### src/rtl/dmem_bus_arbiter_if.sv
// dmem_bus_arbiter_if
// Bundles the two master request/ack channels, the shared decoder port and
// the status outputs of dmem_bus_arbiter.
// Optional: `define ARB_PERF_CNT_EN adds the grant/conflict counter outputs.
interface dmem_bus_arbiter_if #(
  parameter int AW = 8,
  parameter int DW = 32
);
  logic          m0_req;
  logic          m0_we;
  logic [AW-1:0] m0_addr;
  logic [DW-1:0] m0_wdata;
  logic          m0_ack;
  logic [DW-1:0] m0_rdata;

  logic          m1_req;
  logic          m1_we;
  logic [AW-1:0] m1_addr;
  logic [DW-1:0] m1_wdata;
  logic          m1_ack;
  logic [DW-1:0] m1_rdata;

  logic [AW-1:0] mem_addr;
  logic          mem_write;
  logic [DW-1:0] mem_wdata;
  logic [DW-1:0] mem_rdata;

  logic          busy;
  logic          owner;

`ifdef ARB_PERF_CNT_EN
  logic [15:0]   m0_grant_cnt;
  logic [15:0]   m1_grant_cnt;
  logic [15:0]   conflict_cnt;
`endif

  // arbiter side
  modport slave (
`ifdef ARB_PERF_CNT_EN
    output m0_grant_cnt, m1_grant_cnt, conflict_cnt,
`endif
    input  m0_req, m0_we, m0_addr, m0_wdata,
    output m0_ack, m0_rdata,
    input  m1_req, m1_we, m1_addr, m1_wdata,
    output m1_ack, m1_rdata,
    output mem_addr, mem_write, mem_wdata,
    input  mem_rdata,
    output busy, owner
  );

  // master / decoder side
  modport master (
`ifdef ARB_PERF_CNT_EN
    input  m0_grant_cnt, m1_grant_cnt, conflict_cnt,
`endif
    output m0_req, m0_we, m0_addr, m0_wdata,
    input  m0_ack, m0_rdata,
    output m1_req, m1_we, m1_addr, m1_wdata,
    input  m1_ack, m1_rdata,
    input  mem_addr, mem_write, mem_wdata,
    output mem_rdata,
    input  busy, owner
  );
endinterface

### src/rtl/dmem_bus_arbiter.sv
// dmem_bus_arbiter
// Round-robin two-master arbiter in front of the data-memory/IO decoder.
// IO-region accesses (addr[IO_BIT]=1) hold the bus IO_WAIT extra cycles so
// the slower peripheral read path settles before read data is captured.
// Optional: `define ARB_PERF_CNT_EN adds saturating grant/conflict counters.
//
// state  | meaning
// -------+-----------------------------------------------------------
// IDLE   | no transaction; arbitrate pending requests
// ACCESS | drive latched request onto decoder; write strobe here only
// WAIT   | IO hold cycles, down-counter runs to terminal count 0
// DONE   | one-cycle ack to owner; round-robin pointer updated
module dmem_bus_arbiter #(
  parameter int AW      = 8,
  parameter int DW      = 32,
  parameter int IO_BIT  = 7,
  parameter int IO_WAIT = 1
) (
  input  logic                clk,
  input  logic                reset,
  dmem_bus_arbiter_if.slave   bus
);

  localparam logic [1:0] S_IDLE   = 2'd0;
  localparam logic [1:0] S_ACCESS = 2'd1;
  localparam logic [1:0] S_WAIT   = 2'd2;
  localparam logic [1:0] S_DONE   = 2'd3;

  // counter is loaded with IO_WAIT-1 so that terminal count 0 marks the last WAIT cycle
  localparam bit         HAS_WAIT  = (IO_WAIT > 0);
  localparam logic [3:0] WAIT_LOAD = HAS_WAIT ? 4'(IO_WAIT - 1) : 4'd0;

  logic [1:0]    r_state;
  logic          r_last;
  logic          r_owner;
  logic          r_we;
  logic [AW-1:0] r_addr;
  logic [DW-1:0] r_wdata;
  logic [DW-1:0] r_m0_rdata;
  logic [DW-1:0] r_m1_rdata;
  logic [3:0]    r_wait_cnt;

  logic          w_grant_valid;
  logic          w_grant_idx;
  logic          w_io_hold;
  logic          w_capture;

  // pick a master: lone requester wins, a tie goes to the one not served last
  always_comb begin
    w_grant_valid = bus.m0_req | bus.m1_req;
    w_grant_idx   = bus.m1_req;
    if (bus.m0_req && bus.m1_req) begin
      w_grant_idx = ~r_last;
    end
  end

  assign w_io_hold = r_addr[IO_BIT] && HAS_WAIT;
  assign w_capture = ((r_state == S_ACCESS) && !w_io_hold) ||
                     ((r_state == S_WAIT) && (r_wait_cnt == 4'd0));

  // transaction sequencer with request latching and round-robin pointer
  always_ff @(posedge clk or negedge reset) begin
    if (!reset) begin
      r_state    <= S_IDLE;
      r_last     <= 1'b1;
      r_owner    <= 1'b0;
      r_we       <= 1'b0;
      r_addr     <= '0;
      r_wdata    <= '0;
      r_wait_cnt <= 4'd0;
    end else begin
      case (r_state)
        S_IDLE: begin
          if (w_grant_valid) begin
            r_owner <= w_grant_idx;
            r_we    <= w_grant_idx ? bus.m1_we    : bus.m0_we;
            r_addr  <= w_grant_idx ? bus.m1_addr  : bus.m0_addr;
            r_wdata <= w_grant_idx ? bus.m1_wdata : bus.m0_wdata;
            r_state <= S_ACCESS;
          end
        end
        S_ACCESS: begin
          if (w_io_hold) begin
            r_wait_cnt <= WAIT_LOAD;
            r_state    <= S_WAIT;
          end else begin
            r_state    <= S_DONE;
          end
        end
        S_WAIT: begin
          if (r_wait_cnt == 4'd0) begin
            r_state <= S_DONE;
          end else begin
            r_wait_cnt <= r_wait_cnt - 4'd1;
          end
        end
        default: begin
          r_last  <= r_owner;
          r_state <= S_IDLE;
        end
      endcase
    end
  end

  // read data lands only in the owner's register; writes leave both untouched
  always_ff @(posedge clk or negedge reset) begin
    if (!reset) begin
      r_m0_rdata <= '0;
      r_m1_rdata <= '0;
    end else if (w_capture && !r_we) begin
      if (r_owner) begin
        r_m1_rdata <= bus.mem_rdata;
      end else begin
        r_m0_rdata <= bus.mem_rdata;
      end
    end
  end

  assign bus.mem_addr  = r_addr;
  assign bus.mem_wdata = r_wdata;
  assign bus.mem_write = (r_state == S_ACCESS) && r_we;
  assign bus.m0_ack    = (r_state == S_DONE) && !r_owner;
  assign bus.m1_ack    = (r_state == S_DONE) &&  r_owner;
  assign bus.m0_rdata  = r_m0_rdata;
  assign bus.m1_rdata  = r_m1_rdata;
  assign bus.busy      = (r_state != S_IDLE);
  assign bus.owner     = r_owner;

`ifdef ARB_PERF_CNT_EN
  logic [15:0] r_m0_grant_cnt;
  logic [15:0] r_m1_grant_cnt;
  logic [15:0] r_conflict_cnt;

  // saturating counters: acks per master and IDLE cycles with both requests
  always_ff @(posedge clk or negedge reset) begin
    if (!reset) begin
      r_m0_grant_cnt <= 16'd0;
      r_m1_grant_cnt <= 16'd0;
      r_conflict_cnt <= 16'd0;
    end else begin
      if (bus.m0_ack && (r_m0_grant_cnt != 16'hFFFF)) begin
        r_m0_grant_cnt <= r_m0_grant_cnt + 16'd1;
      end
      if (bus.m1_ack && (r_m1_grant_cnt != 16'hFFFF)) begin
        r_m1_grant_cnt <= r_m1_grant_cnt + 16'd1;
      end
      if ((r_state == S_IDLE) && bus.m0_req && bus.m1_req &&
          (r_conflict_cnt != 16'hFFFF)) begin
        r_conflict_cnt <= r_conflict_cnt + 16'd1;
      end
    end
  end

  assign bus.m0_grant_cnt = r_m0_grant_cnt;
  assign bus.m1_grant_cnt = r_m1_grant_cnt;
  assign bus.conflict_cnt = r_conflict_cnt;
`else
  // counters absent in this build
`endif

endmodule
### src/flat_wrapper.sv
// flat-port wrapper written by rule: the top's interface ports become plain ports
module dmem_bus_arbiter_flat 
#(
  parameter int AW      = 8,
  parameter int DW      = 32,
  parameter int IO_BIT  = 7,
  parameter int IO_WAIT = 1
)
  (clk, reset, bus_m0_req, bus_m0_we, bus_m0_addr, bus_m0_wdata, bus_m0_ack, bus_m0_rdata, bus_m1_req, bus_m1_we, bus_m1_addr, bus_m1_wdata, bus_m1_ack, bus_m1_rdata, bus_mem_addr, bus_mem_write, bus_mem_wdata, bus_mem_rdata, bus_busy, bus_owner);
  dmem_bus_arbiter_if #(.AW(AW), .DW(DW)) bus_i ();
  input  logic clk;
  input  logic reset;
  input wire logic [$bits(bus_i.m0_req)-1:0] bus_m0_req;
  input wire logic [$bits(bus_i.m0_we)-1:0] bus_m0_we;
  input wire logic [$bits(bus_i.m0_addr)-1:0] bus_m0_addr;
  input wire logic [$bits(bus_i.m0_wdata)-1:0] bus_m0_wdata;
  output wire logic [$bits(bus_i.m0_ack)-1:0] bus_m0_ack;
  output wire logic [$bits(bus_i.m0_rdata)-1:0] bus_m0_rdata;
  input wire logic [$bits(bus_i.m1_req)-1:0] bus_m1_req;
  input wire logic [$bits(bus_i.m1_we)-1:0] bus_m1_we;
  input wire logic [$bits(bus_i.m1_addr)-1:0] bus_m1_addr;
  input wire logic [$bits(bus_i.m1_wdata)-1:0] bus_m1_wdata;
  output wire logic [$bits(bus_i.m1_ack)-1:0] bus_m1_ack;
  output wire logic [$bits(bus_i.m1_rdata)-1:0] bus_m1_rdata;
  output wire logic [$bits(bus_i.mem_addr)-1:0] bus_mem_addr;
  output wire logic [$bits(bus_i.mem_write)-1:0] bus_mem_write;
  output wire logic [$bits(bus_i.mem_wdata)-1:0] bus_mem_wdata;
  input wire logic [$bits(bus_i.mem_rdata)-1:0] bus_mem_rdata;
  output wire logic [$bits(bus_i.busy)-1:0] bus_busy;
  output wire logic [$bits(bus_i.owner)-1:0] bus_owner;
  assign bus_i.m0_req = bus_m0_req;
  assign bus_i.m0_we = bus_m0_we;
  assign bus_i.m0_addr = bus_m0_addr;
  assign bus_i.m0_wdata = bus_m0_wdata;
  assign bus_m0_ack = bus_i.m0_ack;
  assign bus_m0_rdata = bus_i.m0_rdata;
  assign bus_i.m1_req = bus_m1_req;
  assign bus_i.m1_we = bus_m1_we;
  assign bus_i.m1_addr = bus_m1_addr;
  assign bus_i.m1_wdata = bus_m1_wdata;
  assign bus_m1_ack = bus_i.m1_ack;
  assign bus_m1_rdata = bus_i.m1_rdata;
  assign bus_mem_addr = bus_i.mem_addr;
  assign bus_mem_write = bus_i.mem_write;
  assign bus_mem_wdata = bus_i.mem_wdata;
  assign bus_i.mem_rdata = bus_mem_rdata;
  assign bus_busy = bus_i.busy;
  assign bus_owner = bus_i.owner;
  dmem_bus_arbiter #(.AW(AW), .DW(DW), .IO_BIT(IO_BIT), .IO_WAIT(IO_WAIT)) u_core (.clk(clk), .reset(reset), .bus(bus_i));
endmodule
### config.mk
export PLATFORM = sky130hd
export DESIGN_NAME = dmem_bus_arbiter_flat
export DESIGN_NICKNAME = d
export VERILOG_FILES = /design/src/rtl/dmem_bus_arbiter_if.sv /design/src/rtl/dmem_bus_arbiter.sv /design/src/flat_wrapper.sv
export SDC_FILE = /design/constraint.sdc
export NUM_CORES = 1
export LEC_CHECK = 0
export CORE_MARGIN = 3
export CORE_UTILIZATION = 45
export CTS_CLUSTER_SIZE = 10
export DETAILED_ROUTE_END_ITERATION = 10
export PLACE_DENSITY = 0.86
export SLEW_MARGIN = 25
export SYNTH_ARGS = -nofsm -noshare
export SYNTH_HDL_FRONTEND = slang
export SYNTH_SLANG_ARGS = --single-unit
### constraint.sdc
create_clock -name clk -period 2.8 [get_ports clk]
set_clock_uncertainty 0.1 [all_clocks]
set_input_delay 0.84 -clock clk [delete_from_list [all_inputs] [get_ports clk]]
set_output_delay 0.84 -clock clk [all_outputs]
set_load 0.1 [all_outputs]
==> results of run 1 <==
## layout make-up
class / count / share of cell area, %
multi-input cells: 230 / 26.6
flip-flops and latches: 113 / 35.8
clock buffers: 23 / 5.92
well taps: 140 / 2.21
inverters: 7 / 0.332
clock inverters: 9 / 1.96
repair buffers: 233 / 27.2
## cell families (layout without fill, tap and decap cells)
family | Yosys count | after routing
adder cells (fa/ha/maj) | 7 | 7
flip-flops | 113 | 113
AND/OR/NAND/NOR | 59 | 59
multiplexers | 108 | 108
buffers and inverters | 27 | 272
AO/OA/AOI/OAI | 56 | 56
## placed cells by master (no fill, tap or decap), types with 2 or more instances in the layout
cell             count
o21ai_4              3
bufinv_16            4
and2_1               2
clkbuf_16           17
o21ai_0             45
nor3b_1              2
ha_1                 7
buf_12               9
clkinv_4             2
dfrtp_1            112
clkbuf_1             4
buf_4              108
o311ai_1             3
nand3_1              2
clkdlybuf4s50_1    116
mux2_4              60
mux2i_1             42
clkbuf_8             2
mux2_2               6
nand2_1             43
clkinv_2             2
inv_1                7
## metrics by stage
| step | instance area, µm² | utilization (%) | std cells |
|---|---|---|---|
| floorplan | 5070 | - | 370 |
| global placement | 7290 | 66.6 | 723 |
| detailed placement | 7290 | 66.6 | 723 |
| CTS | 7910 | 72.3 | 755 |
| global route | 7910 | 72.3 | 755 |
| finish | 7910 | 72.3 | 755 |
## routing by layer
metal	global-route usage (%)	wire (µm)	vias up
li1	-	-	1762
met1	27.9	5520	1842
met2	37.2	6660	189
met3	8.19	1210	16
met4	8.09	227	0
met5	0	0	-
## how the worst max path moves through the flow
| stage | from | endpoint | slack, ns | cells past startpoint |
|---|---|---|---|---|
| 6_report | u_core.r_state[0] | bus_busy | 0.33 | 4 |
| 5_1_grt | u_core.r_state[0] | bus_busy | 0.26 | 4 |
| 4_1_cts | u_core.r_state[1] | bus_mem_write | 0.31 | 4 |
| 3_5_place_dp | bus_m1_req | u_core.bus.mem_wdata[11] | 0.24 | 5 |
| 3_3_place_gp | bus_m1_req | u_core.bus.mem_wdata[31] | 0.34 | 5 |
| 2_1_floorplan | u_core.bus.owner | bus_m1_ack | 0.02 | 1 |
## registers in the layout, summed over array words and instances (netlist names)
signal                cells
u_core.bus.mem_addr       8
u_core.bus.m1_rdata      32
u_core.r_wait_cnt         4
u_core.bus.m0_rdata      32
u_core.bus.owner          1
u_core.r_last             1
u_core.r_we               1
u_core.bus.mem_wdata     32
u_core.r_state            2
## worst register-to-register path, cell delays in order (launching register included)
cell	delay, ns
dfrtp_1	0.42
inv_1	0.09
ha_1	0.30
and4bb_4	0.27
o21ai_4	0.27
buf_12	0.28
mux2_2	0.37
==> metrics.txt, run 1 <==
kind of critical path reg2out; DR iter-0 viols 212; Die Ht 112 µm; CTS-repair resized insts 0; Area contributors post-synth dfrtp_1 (55%), mux2_4 (18%), mux2i_1 (8.3%), o21ai_0 (4.5%), nand2_1 (3.2%); max incr delay on CP 0.42 ns; RSZ-0062 raised after global routing false; R2R Path End u_core.bus.m1_rdata[1]; CP Capture Type output pin; worst r2r src u_core.r_state[0]; Clock Latency Late Sink about 0.40 ns; Worst-path clk slew 0.05 ns; critical path peak fanout 5; main combinational cell family by area after synthesis multiplexers; post-synthesis compound-gate area fraction under 10%; Tcrit/Tclk final between 80% and 90%; CTS sink cnt 113; register area 2830 µm²; Setup Viol. Count Final 0; I/O Pins 227; WP data arrival 1.53 ns; gr usage total a little under a quarter; Fillers 708; post-route minimum period 2.47 ns; deepest clock path buffer count 2; total grt overflow 0; delay-heaviest family, CP buffers and inverters; post-detail-place hpwl 9700 µm; run status finished clean; slew margin rel. about 66%; WL per Instance between 15 and 20 µm; synthesized net count 495; Hold Slack about 0.22 ns; Final Hold Fails 0; ant diodes 0; area of the multi-input gates 2100 µm²; CORE AREA 10900 µm²; Post-synth EDFFs 0; Critical Path Most Common Cell inv_1; area share of the largest cell type after synthesis 55.3%; syn avg cell area 13.7 µm²; CP bufs+invs 3; NumNets Final 727; Post-Synth Simple-Gate Area between 5 and 6%; vias in the first global route between 4000 and 5000; Final Slew Violations 0; post-synthesis adder-cell area fraction 1.73%; row cnt 38; Synth cell types 34; Required @ worst endpoint 1.86 ns; die area 12600 µm²; CTS tree yes; DR vias 3809; DRT Wirelength 13600 µm; post-route setup slack 0.334 ns; Synth Instances 370; Setup TNS Final 0 ns; IO Port Bufs 226; prevailing post-synth register cell dfrtp_1; crit-path cells inv_1 > ha_1 > inv_1 > buf_12; Seq/Total Area, Yosys between 50% and 60%; most numerous cell in the Yosys netlist dfrtp_1; fraction of registers with async set/reset 100%; worst hold path class in2async; Via density approximately 5.0; DR pass1 iterations 4; initial antenna violation count 0; starting density of the core around 46%; Post-CTS Hold Fix Bufs 0; fmax slightly above 400 MHz; Synth Warn # 0; Num CTS Buffers 17; area share of xor/xnor cells in the synthesized design 0%; Post-route DRC 0; R2R setup slack between 0.6 and 0.7 ns; Slew @ Worst Pin just over 0.5 ns; mux share of post-synthesis cell area 27.4%; die width 112 µm; Layout Area Growth over Synthesis 55.9%; Critical Path Start Type flip-flop; max capacitance violation total 0; H-tree levels 4; Yosys top cell by area dfrtp_1; Post-synth top cells dfrtp_1 (112), mux2_4 (60), o21ai_0 (46); GPL Wtd Cong around 0.81; share of cells above drive strength 1 between 30% and 40%; Slowest-stage cell, CP dfrtp_1; global-route wire length before repair about 22000 µm; largest net degree at the start of global routing 83; post-route ant nets 0; Clock Tree Root clkbuf_16; setup slack at placement between 0.2 and 0.25 ns; FF+latch count, synth 113; cell count of the worst reg-to-reg path 6; Cell Area, Synth 5070 µm²; setup bufs post-CTS 0
Power of run 1 is not shown: default switching activity piles up to over one toggle a cycle in this logic, so the estimate is an artifact.
==> inputs of run 2 (changes only) <==
--- a/config.mk
+++ b/config.mk
@@ -6,10 +6,11 @@
 export NUM_CORES = 1
 export LEC_CHECK = 0
 export CORE_MARGIN = 3
-export CORE_UTILIZATION = 45
+export CORE_UTILIZATION = 55
 export CTS_CLUSTER_SIZE = 10
 export DETAILED_ROUTE_END_ITERATION = 10
-export PLACE_DENSITY = 0.86
+export DONT_BUFFER_PORTS = 1
+export PLACE_DENSITY = 0.7
 export SLEW_MARGIN = 25
 export SYNTH_ARGS = -nofsm -noshare
 export SYNTH_HDL_FRONTEND = slang
==> metrics.txt, run 2 (synthesis results as in run 1) <==
CTS-repair resized insts 0 (unchanged); gr usage total 20.7% (was 22.7%); die width 102 µm (was 112 µm); delay-heaviest family, CP buffers and inverters (unchanged); worst hold path class in2async (unchanged); Slowest-stage cell, CP dfrtp_1 (unchanged); Required @ worst endpoint 1.86 ns (about the same); DRT Wirelength 10800 µm (was 13600 µm); Slew @ Worst Pin 0.960 ns (was 0.514 ns); CTS sink cnt 113 (unchanged); post-route minimum period 2.58 ns (was 2.47 ns); WL per Instance 20.1 µm (was 18.0 µm); crit-path cells inv_1 > ha_1 > inv_1 > buf_4 (was inv_1 > ha_1 > inv_1 > buf_12); DR vias 2992 (was 3809); NumNets Final 543 (was 727); share of cells above drive strength 1 35.7% (was 35.6%); Layout Utilization 69.1% (was 72.3%); CP Capture Type output pin (unchanged); max incr delay on CP 0.41 ns (was 0.42 ns); most frequent cells in the layout dfrtp_1 (112), mux2_4 (60), o21ai_0 (45) (was clkdlybuf4s50_1 (116), dfrtp_1 (112), buf_4 (108)); post-detail-place hpwl 7420 µm (was 9700 µm); GPL Wtd Cong 0.823 (was 0.811); global-route wire length before repair 16300 µm (was 22200 µm); I/O Pins 227 (unchanged); Tcrit/Tclk final 92.2% (was 88.1%); DR iter-0 viols 92 (was 212); row cnt 34 (was 38); Critical Path Most Common Cell inv_1 (unchanged); largest net degree at the start of global routing 114 (was 83); post-route ant nets 0 (unchanged); Num CTS Buffers 17 (unchanged); Die Ht 102 µm (was 112 µm); die area 10400 µm² (was 12600 µm²); IO Port Bufs 0 (was 226); most common cell after layout, fill and taps aside dfrtp_1 (was clkdlybuf4s50_1); total grt overflow 0 (unchanged); Layout Area Growth over Synthesis 20.6% (was 55.9%); CORE AREA 8850 µm² (was 10900 µm²); vias in the first global route 3154 (was 4121); kind of critical path reg2out (unchanged); CTS tree yes (unchanged); Critical Path Start Type flip-flop (unchanged); Setup Viol. Count Final 0 (unchanged); H-tree levels 4 (unchanged); CP bufs+invs 3 (unchanged); fmax 388 MHz (was 406 MHz); Final Slew Violations 0 (unchanged); RSZ-0062 raised after global routing false (unchanged); critical path peak fanout 5 (unchanged); ant diodes 0 (unchanged); R2R setup slack 0.69 ns (was 0.61 ns); Worst-path clk slew 0.06 ns (was 0.05 ns); failing checks hold timing; Post-route DRC 0 (unchanged); WP data arrival 1.64 ns (was 1.53 ns); slew margin rel. 36.0% (was 65.7%); starting density of the core 57.3% (was 46.4%); initial antenna violation count 0 (unchanged); Clock Latency Late Sink 0.50 ns (was 0.40 ns); setup bufs post-CTS 0 (unchanged); Clock Tree Root clkbuf_8 (was clkbuf_16); Setup TNS Final 0 ns (unchanged); deepest clock path buffer count 2 (unchanged); Via density 5.55 (was 5.05); run status finished, violations left (was finished clean); Final Hold Fails 112 (was 0); max capacitance violation total 0 (unchanged); Hold Slack -0.0687 ns (was 0.222 ns); DR pass1 iterations 5 (was 4)
-- run 2: worst paths after layout --
| kind | startpoint | end | cells past startpoint |
|---|---|---|---|
| worst min-delay path | reset | u_core.bus.m0_rdata[23] | 0 |
| worst min register to register | u_core.bus.mem_wdata[11] | u_core.bus.mem_wdata[11] | 2 |
| worst max-delay path | u_core.r_state[0] | bus_busy | 4 |
| max in group asynchronous | reset | u_core.r_last | 0 |
| min in group clk | bus_mem_rdata[29] | u_core.bus.m0_rdata[29] | 1 |
| worst max register to register | u_core.r_state[0] | u_core.bus.m0_rdata[21] | 6 |
-- run 2: area by class of cell --
class / count / area [µm²]
Timing Repair Buffer: 49 / 430
Inverter: 7 / 26.3
Clock inverter: 13 / 160
Multi-Input combinational cell: 230 / 2100
Clock buffer: 19 / 432
Sequential cell: 113 / 2830
Fill cell: 628 / 2730
Tap cell: 108 / 135
-- run 2: metal layers --
layer  global-route usage, %  wire [µm]  up-vias
li1                        -          -     1389
met1                    24.6       4130     1427
met2                    33.6       5400      164
met3                    8.81       1110       12
met4                    7.57        169        0
met5                       0          0        -
-- run 2: metrics by stage --
step / setup WS (ns) / hold slack [ns] / cells / area [µm²]
4_1_cts: 0.191 / -0.0974 / 539 / 6120
5_1_grt: 0.116 / -0.112 / 539 / 6120
3_5_place_dp: 0.730 / 0.376 / 507 / 5530
6_report: 0.219 / -0.0687 / 539 / 6120
3_3_place_gp: 0.787 / 0.367 / 507 / 5530
2_1_floorplan: 0.0156 / 0.379 / 370 / 5070
Power of run 2 is left out for the same reason.
